File: config.mk
export PLATFORM = sky130hd
export DESIGN_NAME = keypad_scanner_flat
export DESIGN_NICKNAME = d
export VERILOG_FILES = /design/src/rtl/keypad_scanner_pkg.sv /design/src/rtl/keypad_scanner_if.sv /design/src/rtl/keypad_scanner_sync.sv /design/src/rtl/keypad_scanner.sv /design/src/flat_wrapper.sv
export SDC_FILE = /design/constraint.sdc
export NUM_CORES = 1
export LEC_CHECK = 0
export BUFFER_PORTS_ARGS = -buffer_cell sky130_fd_sc_hd__buf_2
export CAP_MARGIN = 20
export CORE_MARGIN = 2
export CORE_UTILIZATION = 50
export DETAILED_ROUTE_END_ITERATION = 8
export HOLD_SLACK_MARGIN = 0.08
export PLACE_DENSITY = 0.67
export SYNTH_ARGS = -nofsm -noshare
export SYNTH_HDL_FRONTEND = slang
export SYNTH_SLANG_ARGS = --single-unit
File: constraint.sdc
create_clock -name clk -period 12.1 [get_ports clk]
set_input_delay 2.42 -clock clk [delete_from_list [all_inputs] [get_ports clk]]
set_output_delay 2.42 -clock clk [all_outputs]
set_load 0.05 [all_outputs]
File: src/rtl/keypad_scanner_pkg.sv
// Shared types and constants for the 4x4 keypad scanner.
// Latency: n/a (declarations only).
// Backpressure: n/a.
package keypad_pkg;

    // Classification of one completed full-matrix scan.
    typedef enum logic [1:0] {
        RES_NONE   = 2'd0,
        RES_SINGLE = 2'd1,
        RES_MULTI  = 2'd2
    } res_kind_t;

    // Key event state.
    typedef enum logic {
        ST_IDLE    = 1'b0,
        ST_PRESSED = 1'b1
    } state_t;

    // Column drive out of reset: column 0 selected (one-hot-low).
    localparam logic [3:0] COL_RESET = 4'b1110;

    // Row-major key codes, index = {row, col}.
    // Row 3 carries '*' as E and '#' as F.
    localparam logic [3:0] KEY_MAP [16] = '{
        4'h1, 4'h2, 4'h3, 4'hA,
        4'h4, 4'h5, 4'h6, 4'hB,
        4'h7, 4'h8, 4'h9, 4'hC,
        4'hE, 4'h0, 4'hF, 4'hD
    };

    function automatic logic [3:0] key_code(input logic [1:0] r, input logic [1:0] c);
        return KEY_MAP[{r, c}];
    endfunction

endpackage

File: src/rtl/keypad_scanner_if.sv
// Keypad matrix pins plus the debounced key event outputs.
// Latency: n/a (wiring only).
// Backpressure: none; key_valid is a one-cycle pulse with no ready.
// Ports: col (column drive, one-hot-low), row (active-low row sense),
//        key_char ({4'h0, code}), key_valid (press pulse), key_down (held level).
interface keypad_if;
    logic [3:0] col;
    logic [3:0] row;
    logic [7:0] key_char;
    logic       key_valid;
    logic       key_down;

    // Scanner side.
    modport master (
        output col,
        output key_char,
        output key_valid,
        output key_down,
        input  row
    );

    // Keypad / consumer side.
    modport slave (
        input  col,
        input  key_char,
        input  key_valid,
        input  key_down,
        output row
    );
endinterface

File: src/rtl/keypad_scanner_sync.sv
// Two-flop synchronizer for the asynchronous row sense lines.
// Latency: 2 clk cycles.
// Backpressure: none.
// Ports: clk, rst_n, d (async input), q (synchronized, resets to idle-high 4'hF).
module keypad_sync (
    input  logic       clk,
    input  logic       rst_n,
    input  logic [3:0] d,
    output logic [3:0] q
);
    logic [3:0] meta;

    always_ff @(posedge clk or negedge rst_n) begin
        if (!rst_n) begin
            meta <= 4'hF;
            q    <= 4'hF;
        end else begin
            meta <= d;
            q    <= meta;
        end
    end
endmodule

File: src/rtl/keypad_scanner.sv
// 4x4 keypad scanner: rotates column drive, snapshots rows, debounces whole scans, emits press events.
// Latency: key_valid/key_down change 2 cycles after the scan end that completes the debounce run.
// Backpressure: none; key_valid is a single-cycle pulse, key_char holds the last accepted key.
// Ports: clk, rst_n, kp (keypad_if.master: col out, row in, key_char/key_valid/key_down out).
module keypad_scanner
    import keypad_pkg::*;
#(
    parameter int SCAN_DIV       = 50000,
    parameter int DEBOUNCE_SCANS = 10
) (
    input  logic     clk,
    input  logic     rst_n,
    keypad_if.master kp
);
    localparam int CW = (SCAN_DIV > 1) ? $clog2(SCAN_DIV) : 1;
    localparam int SW = $clog2(DEBOUNCE_SCANS + 1);
    localparam logic [CW-1:0] DWELL_LAST = CW'(SCAN_DIV - 1);
    localparam logic [SW-1:0] STABLE_MAX = SW'(DEBOUNCE_SCANS);

    logic [3:0]    row_sync;
    logic [CW-1:0] dwell_cnt;
    logic [1:0]    col_idx;
    logic [3:0]    col_q;
    logic [15:0]   snapshot;
    logic          scan_done;
    logic          dwell_last;

    res_kind_t     cur_kind, prev_kind;
    logic [3:0]    cur_pos, prev_pos;
    logic [4:0]    ones;
    logic [3:0]    pos_any;
    logic [SW-1:0] stable_cnt, stable_nxt;
    logic          same_result;

    state_t        state_q, state_d;
    logic          press_evt;
    logic [7:0]    key_char_q;
    logic          key_valid_q;

    keypad_sync u_sync (
        .clk   (clk),
        .rst_n (rst_n),
        .d     (kp.row),
        .q     (row_sync)
    );

    assign dwell_last = (dwell_cnt == DWELL_LAST);

    // Sampling at the last dwell cycle leaves the synchronizer two full
    // cycles to settle on the current column's rows.
    always_ff @(posedge clk or negedge rst_n) begin
        if (!rst_n) begin
            dwell_cnt <= '0;
            col_idx   <= 2'd0;
            col_q     <= COL_RESET;
            snapshot  <= '0;
            scan_done <= 1'b0;
        end else begin
            scan_done <= dwell_last && (col_idx == 2'd3);
            if (dwell_last) begin
                dwell_cnt                   <= '0;
                snapshot[{col_idx, 2'b00} +: 4] <= ~row_sync;
                col_idx                     <= col_idx + 2'd1;
                col_q                       <= {col_q[2:0], col_q[3]};
            end else begin
                dwell_cnt <= dwell_cnt + CW'(1);
            end
        end
    end

    // Snapshot bit index is col*4 + row. Position is kept only for SINGLE so
    // that NONE/MULTI compare equal regardless of which bits were set.
    always_comb begin
        ones     = '0;
        pos_any  = '0;
        cur_kind = RES_NONE;
        cur_pos  = '0;
        for (int i = 0; i < 16; i++) begin
            if (snapshot[i]) begin
                ones    = ones + 5'd1;
                pos_any = 4'(i);
            end
        end
        if (ones == 5'd1) begin
            cur_kind = RES_SINGLE;
            cur_pos  = pos_any;
        end else if (ones > 5'd1) begin
            cur_kind = RES_MULTI;
        end
    end

    assign same_result = (cur_kind == prev_kind) && (cur_pos == prev_pos);
    assign stable_nxt  = !same_result              ? SW'(1) :
                         (stable_cnt == STABLE_MAX) ? STABLE_MAX :
                                                      stable_cnt + SW'(1);

    always_ff @(posedge clk or negedge rst_n) begin
        if (!rst_n) begin
            prev_kind  <= RES_NONE;
            prev_pos   <= '0;
            stable_cnt <= '0;
        end else if (scan_done) begin
            prev_kind  <= cur_kind;
            prev_pos   <= cur_pos;
            stable_cnt <= stable_nxt;
        end
    end

    // FSM decides on the same cycle the run length is updated, so outputs
    // move one cycle later (two after the scan end).
    always_comb begin
        state_d   = state_q;
        press_evt = 1'b0;
        if (scan_done && (stable_nxt == STABLE_MAX)) begin
            case (state_q)
                ST_IDLE: begin
                    if (cur_kind == RES_SINGLE) begin
                        state_d   = ST_PRESSED;
                        press_evt = 1'b1;
                    end
                end
                ST_PRESSED: begin
                    if (cur_kind == RES_NONE) begin
                        state_d = ST_IDLE;
                    end
                end
                default: state_d = ST_IDLE;
            endcase
        end
    end

    always_ff @(posedge clk or negedge rst_n) begin
        if (!rst_n) begin
            state_q     <= ST_IDLE;
            key_char_q  <= 8'h00;
            key_valid_q <= 1'b0;
        end else begin
            state_q     <= state_d;
            key_valid_q <= press_evt;
            if (press_evt) begin
                key_char_q <= {4'h0, key_code(cur_pos[1:0], cur_pos[3:2])};
            end
        end
    end

    assign kp.col       = col_q;
    assign kp.key_char  = key_char_q;
    assign kp.key_valid = key_valid_q;
    assign kp.key_down  = (state_q == ST_PRESSED);

endmodule

File: src/flat_wrapper.sv
// flat-port wrapper written by rule: the top's interface ports become plain ports
module keypad_scanner_flat import keypad_pkg::*;
#(
    parameter int SCAN_DIV       = 50000,
    parameter int DEBOUNCE_SCANS = 10
)
  (clk, rst_n, kp_col, kp_key_char, kp_key_valid, kp_key_down, kp_row);
  keypad_if kp_i ();
  input  logic clk;
  input  logic rst_n;
  output wire logic [$bits(kp_i.col)-1:0] kp_col;
  output wire logic [$bits(kp_i.key_char)-1:0] kp_key_char;
  output wire logic [$bits(kp_i.key_valid)-1:0] kp_key_valid;
  output wire logic [$bits(kp_i.key_down)-1:0] kp_key_down;
  input wire logic [$bits(kp_i.row)-1:0] kp_row;
  assign kp_col = kp_i.col;
  assign kp_key_char = kp_i.key_char;
  assign kp_key_valid = kp_i.key_valid;
  assign kp_key_down = kp_i.key_down;
  assign kp_i.row = kp_row;
  keypad_scanner #(.SCAN_DIV(SCAN_DIV), .DEBOUNCE_SCANS(DEBOUNCE_SCANS)) u_core (.clk(clk), .rst_n(rst_n), .kp(kp_i));
endmodule
==> metrics.md <==
| Metric | Value |
|---|---|
| Status | complete, no violations |
| Final instance area | 0.00517 sq mm |
| Buffers on Ports | 15 |
| Slowest CP cell | or4b_2 |
| Post-synth EDFFs | 0 |
| Placed cells | 608 |
| Reg power frac | 50.1% |
| Syn Area/Cell | 9.43 sq um |
| Worst rel slew slack | 38.8% |
| I/O pin count | 20 |
| Worst-Margin Slew | 0.909 ns |
| Core ar. | 0.00920 sq mm |
| Req. time, crit path | 12.32 ns |
| WP data arrival | 11.47 ns |
| Die H | 101 um |
| Gpl congestion | 0.852 |
| Worst vdd ir | 0.000103 V |
| CTS tree | done |
| Clock H-tree levels | 3 |
| Max incr delay on CP | 0.69 ns |
| Cell repeated most along the worst path | ha_1 |
| Multi-input gate area | 0.00302 sq mm |
| Dpl hpwl | 6620 um |
| Seq/Total Area, Yosys | 33.7% |
| Post-Route Skew | 0.0118 ns |
| Largest net degree at the start of global routing | 64 |
| Final Hold Vio Count | 0 |
| Logic pwr share | 1.7% |
| Ys async rst share | 100% |
| Worst Setup End Kind | flip-flop |
| Setup slack after layout | 0.848 ns |
| Number of max-cap violations | 0 |
| RSZ-0062 raised after global routing | false |
| Drt initial violations | 165 |
| Kind of critical path | reg2reg |
| Via density | 5.67 |
| Sequential cell area | 0.00159 sq mm |
| Commonest cells after routing, fill and taps aside | nand2_1 (58), dfrtp_1 (52), nor2_1 (37) |
| Total gr overflow | 0 |
| Clk pwr share | 48.2% |
| Die Span X | 101 um |
| Slew Limit Fails | 0 |
| Main synth FF type | dfrtp_1 |
| Layout cells sized above 1 | 18.0% |
| Number of synthesized register bits | 63 |
| Initial antenna violation count | 0 |
| # clock sinks | 63 |
| Effective utilization at floorplan | 51.3% |
| LEAKAGE | 0.00236 uW |
| Clk pin slew, worst setup/hold paths | 0.08 ns |
| Post-DP Area | 0.00484 sq mm |
| Wire per inst | 14.3 um |
| Power Density | 82.6 mW/mm^2 |
| Drt total wl | 8980 um |
| Mapped Cells | 500 |
| Most common cell after layout, fill and taps aside | nand2_1 |
| Clk buf depth | 2 |
| Period minus WS final | 11.25 ns |
| DR vias | 3,556 |
| Area Overhead vs Synth | 9.71% |
| # setup viols final | 0 |
| Max FO, Critical Path | 5 |
| Internal Power | 332 uW |
| Post-layout net count | 544 |
| Fillers | 818 |
| Sw Ratio | 22.3% |
| DR DRC count | 0 |
| Die area | 0.0102 sq mm |
| Ant diodes | 0 |
| Yosys cell types | 70 |
| Worst setup SP type | flip-flop |
| Period utilization | 93.0% |
| Inserted Clock Buffers | 9 |
| WHS | 0.357 ns |
| FP Rows | 35 |
| Vias in the first global route | 3,498 |
| First-pass GRT wire length | 15,700 um |
| Final ANT Viol Nets | 0 |
| Ys Warns | 0 |
| DR pass1 iterations | 4 |
| Clock Latency Late Sink | 0.34 ns |
| Non-Filler Instances | 627 |
| Synthesized area | 0.00472 sq mm |
| FMAX | 88.9 MHz |
| CTS root buf | clkbuf_8 |
| Setup WS pre-CTS | 0.401 ns |
| Switching pwr | 95.5 uW |
| Total GRT Usage | 18.9% |
| Worst hold path class | reg2reg |
| Setup TNS | 0 ns |
## worst max-delay path: cells and delay by family (launching register included)
family / cells / cell delay [ns]
flip-flops: 1 / 0.39
AND/OR/NAND/NOR: 18 / 2.96
buffers and inverters: 4 / 0.32
XOR/XNOR: 4 / 0.67
AO/OA/AOI/OAI: 13 / 1.83
multiplexers: 3 / 0.87
adder cells (fa/ha/maj): 14 / 4.04
## registers in the layout, summed over array words and instances, names as in the netlist, named ones only
signal	count
u_core.col_idx	2
u_core.kp.key_char	4
u_core.prev_pos	4
u_core.kp.key_valid	1
u_core.prev_kind	2
u_core.snapshot	16
u_core.u_sync.meta	4
u_core.stable_cnt	4
u_core.dwell_cnt	16
u_core.u_sync.q	4
u_core.scan_done	1
u_core.kp.col	4
## through the flow
step	total power, uW	util [%]
global route	444	56.3
detailed placement	226	52.7
floorplan	221	-
finish	428	56.3
global placement	226	52.7
CTS	433	55.1
## path summary, 6_finish.rpt
path,from,slack [ns],to,cells after the start
max in group asynchronous,rst_n,9.37,u_core.prev_pos[1],2
worst max-delay path,u_core.snapshot[1],0.85,u_core.kp.key_char[2],56
worst max register to register,u_core.snapshot[1],0.85,u_core.kp.key_char[2],56
min in group asynchronous,rst_n,2.23,u_core.kp.col[0],2
worst min-delay path,u_core.u_sync.meta[2],0.36,u_core.u_sync.q[2],0
worst min register to register,u_core.u_sync.meta[2],0.36,u_core.u_sync.q[2],0
## timing repair
action,in CTS,in global routing
hold buffers,0,0
setup buffers,0,2
gates resized for setup,0,17
setup endpoints to repair,0,10
## cells by family (layout without fill, tap and decap cells)
kind of cell               Yosys count  in the layout  share of synthesized area, %
xor gates and xnor gates            63             63                          15.1
DFF                                 63             63                          33.7
AOI/OAI and AO/OA                   97             98                          14.3
adders and majority gates           27             27                          7.16
and+or+nand+nor                    177            177                          18.8
muxes                               24             24                          6.21
buffers and inverters               48             60                          4.56
other                                1              4                        0.0795
## synthesized netlist by cell type (all sizes together), types with 6 or more instances
library cell  instances  area (sq um)
a211oi                6          45.0
a21oi                14          70.1
and2                  8          50.1
buf                   8          62.6
clkbuf               15          56.3
dfrtp                52          1300
dfstp                11           289
ha                   27           338
inv                  25          96.4
mux2                 17           210
mux2i                 7          82.6
nand2                59           221
nand3                18          90.1
nand4                 6          52.6
nor2                 39           149
nor4                 10          62.6
o21ai                16          80.1
o31ai                21           158
xnor2                31           290
xor2                 24           236
## metal layers
| metal | up-vias | routed length [um] | GRT usage (%) |
|---|---|---|---|
| met4 | 0 | 84 | 6.34 |
| met1 | 1702 | 4150 | 24.8 |
| met2 | 42 | 4540 | 32.0 |
| li1 | 1805 | - | - |
| met5 | - | 0 | 0 |
| met3 | 7 | 206 | 3.04 |
## power by group through the flow
stage,Clock (uW),Combinational (uW),Sequential [uW]
2_1_floorplan,0,3.70,218
3_3_place_gp,0,7.76,218
3_5_place_dp,0,7.86,218
4_1_cts,211,7.82,214
5_1_grt,221,8.74,214
6_report,206,7.47,214
## layout make-up
class / instances / share of cell area (%)
flip-flops and latches: 63 / 30.7
multi-input cells: 393 / 58.3
well taps: 111 / 2.68
clock buffers: 9 / 2.39
repair buffers: 19 / 2.03
inverters: 25 / 1.86
clock inverters: 7 / 1.98
No activity file was read; power rests on OpenSTA's default activity.
